### config.mk
export PLATFORM = sky130hd
export DESIGN_NAME = icache_direct
export DESIGN_NICKNAME = d
export VERILOG_FILES = /design/src/rtl/icache_defs.sv /design/src/rtl/icache_word_select.sv /design/src/rtl/icache_direct.sv
export SDC_FILE = /design/constraint.sdc
export NUM_CORES = 1
export LEC_CHECK = 0
export CORE_UTILIZATION = 25
export CTS_BUF_LIST = sky130_fd_sc_hd__clkbuf_8
export CTS_CLUSTER_SIZE = 12
export DETAILED_ROUTE_END_ITERATION = 16
export PLACE_DENSITY = 0.51
export SLEW_MARGIN = 25
export SYNTH_ARGS = -nofsm -noshare
export SYNTH_HDL_FRONTEND = slang
export SYNTH_SLANG_ARGS = --single-unit
export TNS_END_PERCENT = 10
### constraint.sdc
create_clock -name clock -period 12.2 [get_ports clock]
set_input_delay 2.44 -clock clock [delete_from_list [all_inputs] [get_ports clock]]
set_output_delay 2.44 -clock clock [all_outputs]
set_load 0.01 [all_outputs]
### src/rtl/icache_defs.sv
// Shared geometry and FSM encoding for the direct-mapped instruction cache.
package icache_defs;
    localparam int ADDR_WIDTH      = 10;
    localparam int TAG_W           = 3;
    localparam int INDEX_W         = 3;
    localparam int OFFSET_W        = 4;
    localparam int BLOCK_BITS      = 128;
    localparam int NUM_BLOCKS      = 1 << INDEX_W;
    localparam int WORDS_PER_BLOCK = BLOCK_BITS / 32;
    localparam int BLOCK_ADDR_W    = ADDR_WIDTH - OFFSET_W;

    typedef enum logic [1:0] {
        IDLE     = 2'd0,
        MEM_READ = 2'd1,
        UPDATE   = 2'd2
    } state_t;
endpackage

### src/rtl/icache_word_select.sv
// Picks one little-endian 32-bit instruction out of a 128-bit cache line.
module icache_word_select
    import icache_defs::*;
(
    input  logic [BLOCK_BITS-1:0] block,
    input  logic [1:0]            sel,
    output logic [31:0]           instruction
);
    logic [31:0] words [WORDS_PER_BLOCK];

    generate
        for (genvar gi = 0; gi < WORDS_PER_BLOCK; gi++) begin : g_word
            assign words[gi] = block[32*gi +: 32];
        end
    endgenerate

    assign instruction = words[sel];
endmodule

### src/rtl/icache_direct.sv
// Direct-mapped read-only instruction cache: combinational hit path, whole-block
// refill from instruction memory on a miss with a busywait stall to the CPU.
module icache_direct
    import icache_defs::*;
(
    input  logic                    clock,
    input  logic                    reset,
    input  logic [ADDR_WIDTH-1:0]   address,
    output logic [31:0]             instruction,
    output logic                    busywait,
    output logic                    mem_read,
    output logic [BLOCK_ADDR_W-1:0] mem_address,
    input  logic [BLOCK_BITS-1:0]   mem_readdata,
    input  logic                    mem_busywait
);
    logic [TAG_W-1:0]   tag;
    logic [INDEX_W-1:0] index;
    logic [1:0]         word;
    logic               hit;
    logic               unused_addr_bits;

    logic [NUM_BLOCKS-1:0] valid_reg;
    logic [TAG_W-1:0]      tag_reg  [NUM_BLOCKS];
    logic [BLOCK_BITS-1:0] data_reg [NUM_BLOCKS];

    state_t state_reg, state_next;
    // High during the first MEM_READ cycle, before memory has seen mem_read.
    logic   first_read_reg;

    assign tag              = address[ADDR_WIDTH-1 -: TAG_W];
    assign index            = address[OFFSET_W +: INDEX_W];
    assign word             = address[3:2];
    assign unused_addr_bits = ^address[1:0];
    assign mem_address      = address[ADDR_WIDTH-1:OFFSET_W];
    assign hit              = valid_reg[index] && (tag_reg[index] == tag);

    icache_word_select u_word_select (
        .block       (data_reg[index]),
        .sel         (word),
        .instruction (instruction)
    );

    always_comb begin
        state_next = state_reg;
        busywait   = 1'b0;
        mem_read   = 1'b0;
        case (state_reg)
            IDLE: begin
                busywait = !hit;
                if (!hit) state_next = MEM_READ;
            end
            MEM_READ: begin
                busywait = 1'b1;
                mem_read = 1'b1;
                if (!first_read_reg && !mem_busywait) state_next = UPDATE;
            end
            UPDATE: begin
                busywait   = 1'b1;
                state_next = IDLE;
            end
            default: state_next = IDLE;
        endcase
        if (reset) begin
            busywait = 1'b0;
            mem_read = 1'b0;
        end
    end

    always_ff @(posedge clock) begin
        if (reset) begin
            state_reg      <= IDLE;
            valid_reg      <= '0;
            first_read_reg <= 1'b1;
        end else begin
            state_reg      <= state_next;
            first_read_reg <= (state_reg != MEM_READ);
            if (state_reg == UPDATE) valid_reg[index] <= 1'b1;
        end
    end

    // Tags and data are never cleared; the valid bits alone gate their use.
    always_ff @(posedge clock) begin
        if (!reset && state_reg == UPDATE) begin
            data_reg[index] <= mem_readdata;
            tag_reg[index]  <= tag;
        end
    end
endmodule

# Word-level counts from Yosys, hierarchy flattened
# Memory sizes are Yosys's and may differ from the RTL's.
# Index checks and enable logic that the tools add are counted.
op_classes:
  muxes: 16
  n_bitwise: 2
  eq_ne: 6
  n_reduce_logical: 11
  n_lt_le_gt_ge: 3
op_table:
  columns: ["op", "count"]
  rows:
  - ["32-bit binary-select mux with 2-bit select", 1]
  - ["32-bit 2-to-1 mux", 2]
  - ["8-bit bitwise OR", 1]
  - ["1-bit 2-to-1 mux", 7]
  - ["1-bit logical AND", 4]
  - ["1-bit logical NOT", 4]
  - ["3-bit by 4-bit less-than comparator with 1-bit output, second input constant", 1]
  - ["2-bit 2-to-1 mux", 2]
  - ["2-bit inequality test, second input constant", 2]
  - ["2-bit one-hot mux with 2 select lines", 1]
  - ["1-bit binary-select mux with 3-bit select", 1]
  - ["1-bit demux with 3-bit select", 1]
  - ["3-bit equality test", 1]
  - ["3-bit by 1-bit >= comparator with 1-bit output, second input constant", 1]
  - ["3-bit >= comparator, second input constant", 1]
  - ["2-bit NOT with 3-bit output", 1]
  - ["2-bit by 1-bit equality test with 1-bit output, second input constant", 1]
  - ["2-bit equality test, second input constant", 1]
  - ["2-bit logical NOT", 1]
  - ["2-bit by 1-bit inequality test with 1-bit output, second input constant", 1]
  - ["1-bit one-hot mux with 2 select lines", 1]
  - ["2-bit AND reduction", 1]
  - ["2-bit OR reduction", 1]
totals:
  wordCells: 43
  reg_bits: 11
  input_bits: 141
  ramBits: 1048
  memories: 2
  out_inout_bits: 40
mem_list:
  columns: ["name", "words", "width", "read_ports", "rd_ports_with_merged_regs", "wr", "line", "text"]
  rows:
  - ["data_reg", 8, 128, 1, 0, 1, "icache_direct.sv:24", "logic [BLOCK_BITS-1:0] data_reg [NUM_BLOCKS];"]
  - ["tag_reg", 8, 3, 1, 0, 1, "icache_direct.sv:23", "logic [TAG_W-1:0] tag_reg [NUM_BLOCKS];"]

# Longest topological paths before layout
depth:
  ltp_word: 6
  depth_mapped: 11
  ltp_nobuf: 6

# Modules after synthesis
# From an unflattened synthesis, not the netlist that was laid out.
unflattened:
  hier_cells: 1936
  hier_area_um2: 38250.4
by_module_without_submodules:
  columns: ["mod", "seq_area_each_um2", "cells_per_inst", "instances", "area_per_inst_um2"]
  rows:
  - ["icache_direct", 31690.4, 1897, 1, 37435.9]
  - ["icache_word_select", 0.0, 39, 1, 814.5]

# Worst setup path before layout
# No wires, ideal clock.
synth_path:
  path_type: "input -> register"
  from: "in address[6]"
  to: "mem data_reg[1][0], enable pin"
  path_stages: 8
  setup_time_ps: 623
  path_slack_ps: 2389
  t_arrival_ps: 9187
  path_cell_list: "buf_6 > buf_4 > buf_4 > buf_4 > buf_4 > buf_2 > or3_1 > nor2_1"
synth_lines:
  columns: ["element", "line", "text"]
  rows:
  - ["from (decl)", "icache_direct.sv:8", "input logic [ADDR_WIDTH-1:0] address,"]
  - ["to (decl)", "icache_direct.sv:24", null]
# Straight into the memory's write port.

# Worst setup path in the final report
layout_path:
  from: "in address[6]"
  to: "out instruction[7]"
layout_via:
  elab_chain_len: 4
layout_rtl:
  columns: ["element", "line", "text"]
  rows:
  - ["memory read 8 x 128 bit", null, null]
  - ["32-bit binary-select mux with 2-bit select", "icache_word_select.sv:17", "assign instruction = words[sel];"]
  - ["32-bit 2-to-1 mux (implied by the code) (2 in series)", "icache_word_select.sv:17", null]
  - ["to (decl)", "icache_direct.sv:9", "output logic [31:0] instruction,"]
# Every way passes these cells. The select of a mux whose other input is x is not followed.

==> results.sh <==
export IMPL_dp_hpwl_um=68800
export IMPL_leakage_nw=15.0
export IMPL_grt_max_degree=110
export IMPL_postSynthAreaPerCell_um2=17.3
export IMPL_ir_worst_vdd_v=0.000100
export IMPL_grt_first_pass_wirelength_um=173000
export IMPL_rrSetupSlack_ns=8.70
export IMPL_setup_tns_ns=0
export IMPL_cts_setup_buffers=0
export IMPL_avgViaCountPerCell=4.68
export IMPL_syn_area_mm2=0.0403
export IMPL_io_pin_count=181
export IMPL_cts_tree="done"
export IMPL_tightest_slew_ns=1.07
export IMPL_syn_to_final_growth_pct=18.5
export IMPL_die_area_mm2=0.163
export IMPL_largest_reg_flops=1024
export IMPL_critPathKind="input pin to primary output"
export IMPL_wl_um=123000
export IMPL_synth_edff_count=1048
export IMPL_maxSlewViolCount=0
export IMPL_worstPathRequired_ns=9.76
export IMPL_synth_area_leaders="edfxtp_1 (78%), a22oi_1 (3.1%), mux2i_1 (2.6%), mux4_2 (2.1%), a21oi_1 (1.7%)"
export IMPL_ctsHtreeMaxLevel=4
export IMPL_synth_warnings=0
export IMPL_synth_largest_area_cell="edfxtp_1"
export IMPL_rows=146
export IMPL_antenna_found_initial=49
export IMPL_post_route_drc_count=0
export IMPL_clk_path_buf_depth=3
export IMPL_cp_end_kind="primary output"
export IMPL_finalNonFillerCells=4881
export IMPL_fin_crit_sh_pct=73.7
export IMPL_finalHoldViolCount=0
export IMPL_vias=22838
export IMPL_min_period_ns=8.99
export IMPL_cts_hold_buf=0
export IMPL_powerDensity_mw_per_mm2=157
export IMPL_worstReg2RegEnd="data_reg[2][116]"
export IMPL_synthesis_instances=2331
export IMPL_critPathLaunchType="input pin"
export IMPL_yosysTopAreaCellShare_pct=78.1
export IMPL_setup_viol=0
export IMPL_seq_area_mm2=0.0317
export IMPL_syn_nets=2477
export IMPL_initial_core_util_pct=25.3
export IMPL_synth_seq_cells=1059
export IMPL_timing_rr_start="state_reg[0]"
export IMPL_place_gp_congestion=0.727
export IMPL_hold_path_depth=2
export IMPL_seq_area_frac_synth_pct=78.7
export IMPL_fp_dieH_um=403
export IMPL_portBuffers=178
export IMPL_clkTransAtPathRegs_ns=0.06
export IMPL_floorplan_core_area_mm2=0.159
export IMPL_grt_total_usage_pct=14.9
export IMPL_hp_start="valid_reg[5]"
export IMPL_slew_headroom_pct=28.3
export IMPL_nNetsFinal=2735
export IMPL_wire_per_inst_um=25.2
export IMPL_insertion_delay_ns=0.85
export IMPL_grt_pass1_vias=22425
export IMPL_rsz0062_at_grt="no"
export IMPL_dr_pass1_iters=6
export IMPL_ant_nets=0
export IMPL_clock_root_buffer="clkbuf_8"
export IMPL_clock_sinks=1059
export IMPL_synth_distinct_cells=64
export IMPL_die_w_um=403
export IMPL_multi_input_comb_area_mm2=0.00781
export IMPL_clock_fmax_mhz=111
export IMPL_numCtsBuffers=177
export IMPL_worst_clock_skew_ns=0.0535
export IMPL_drive_gt1_share_pct=13.2
export IMPL_first_iter_violations=1848
export IMPL_worstPathArrival_ns=6.55
export IMPL_fillCellCount=15744
export IMPL_grt_overflow_total=0
export IMPL_path_max_fanout=46
export IMPL_r2r_cells=7
export IMPL_cap_viol_max_count=0
export IMPL_ys_async_sr_fraction_pct=0
export IMPL_holdPathEnd="valid_reg[5]"
export IMPL_synthFlopType="edfxtp_1"
export IMPL_dp_cells=4556
export IMPL_hold_class="flip-flop to flip-flop"
export IMPL_post_cts_resized=0
export IMPL_status="finished, final reports clean"
==> kinds of logic after synthesis <==
kind of cell    Yosys count  share of synthesized area [%]
flops                  1059                           78.7
compound gates          584                           9.76
simple gates            336                           3.68
buf+inv                 177                           2.25
mux                     168                           5.44
fa+ha+maj                 5                          0.155
xor+xnor                  2                         0.0435
==> area by class of cell <==
type / instances / area share (%)
well taps: 2146 / 5.62
multi-input cells: 1095 / 16.4
flip-flops and latches: 1059 / 66.4
clock buffers: 181 / 5.22
clock inverters: 139 / 1.45
repair buffers: 241 / 4.83
diodes: 5 / 0.0262
inverters: 15 / 0.118
==> where the power goes <==
| part | leakage, nW | internal (mW) | switching, mW |
|---|---|---|---|
| logic | 3.63 | 0.184 | 0.357 |
| registers | 9.51 | 4.07 | 0.0151 |
| clock network | 1.90 | 1.46 | 1.42 |
| total | 15.0 | 5.72 | 1.79 |
==> cells in the mapped netlist (8+ instances only) <==
cell type	number
edfxtp_1	1048
a22oi_1	164
nand2_1	163
a21oi_1	135
mux2i_1	103
o21ai_0	96
clkbuf_1	63
nor2_1	61
buf_2	60
nand3_1	48
mux4_2	38
a221oi_1	35
nand4_1	28
mux2_2	23
buf_4	21
o21ai_1	21
a221o_1	19
inv_1	14
a22o_1	13
a31o_1	13
dfxtp_1	11
o211ai_1	11
o22ai_1	11
buf_6	10
nor3_1	10
a211oi_1	9
a222oi_1	8
o31ai_1	8
==> critical path, cell delays in order <==
cell and delay, ns:
buf_8 0.20, buf_4 0.38, nor3_2 0.19, buf_4 0.69, buf_4 0.48, a22oi_1 0.16
nand4_1 0.15, a21oi_1 0.06, nor3_1 0.84, a31o_1 0.19, clkdlybuf4s50_1 0.63
==> metrics by stage <==
stage | worst slack, ns | total power, mW | util [%] | hold WS [ns] | instance area (um2)
4_1_cts | 3.24 | 7.59 | 30.0 | 0.473 | 47700
5_1_grt | 3.09 | 7.77 | 30.0 | 0.495 | 47700
2_1_floorplan | 2.39 | 4.43 | - | 0.452 | 40300
6_report | 3.21 | 7.50 | 30.0 | 0.475 | 47700
3_3_place_gp | 3.25 | 4.70 | 28.0 | 0.460 | 44500
3_5_place_dp | 3.25 | 4.71 | 28.0 | 0.464 | 44500
==> layout by cell type, fill, tap and decap left out, types with 6 or more instances in the layout <==
master / count
a211oi_1: 9
clkinv_2: 9
o21ai_1: 22
clkbuf_8: 182
a221o_1: 19
a31oi_1: 6
o22ai_1: 11
nor3_1: 9
mux4_2: 38
buf_4: 61
o31ai_1: 8
o21ai_0: 95
mux2_2: 23
o211ai_1: 11
a31o_1: 13
clkdlybuf4s50_1: 173
a22o_1: 13
edfxtp_1: 1048
a222oi_1: 8
nor2_1: 52
nand2_1: 163
nand3_1: 48
dfxtp_1: 11
nand4_1: 28
a22oi_1: 164
a21o_1: 6
a221oi_1: 35
nor2_4: 9
inv_1: 88
clkinv_1: 41
mux2i_1: 103
a21oi_1: 135
==> per-layer routing <==
metal	vias to the layer above	part of all wire, %	global-route usage, %
met5	-	0.27	0
met4	50	2.3	4.51
met3	225	7.7	4.26
met2	777	46	23.2
met1	11823	44	20.0
li1	9963	-	-
==> how the worst max path moves through the flow <==
stage | startpoint | end | slack, ns | cells past startpoint
global route | address[6] | instruction[7] | 3.09 | 11
floorplan | address[6] | data_reg[1][0] | 2.39 | 8
global placement | address[6] | instruction[2] | 3.25 | 11
detailed placement | address[6] | instruction[2] | 3.25 | 11
finish | address[6] | instruction[7] | 3.21 | 11
CTS | address[6] | instruction[2] | 3.24 | 11
Note: power is estimated with default switching activity, not from simulation.
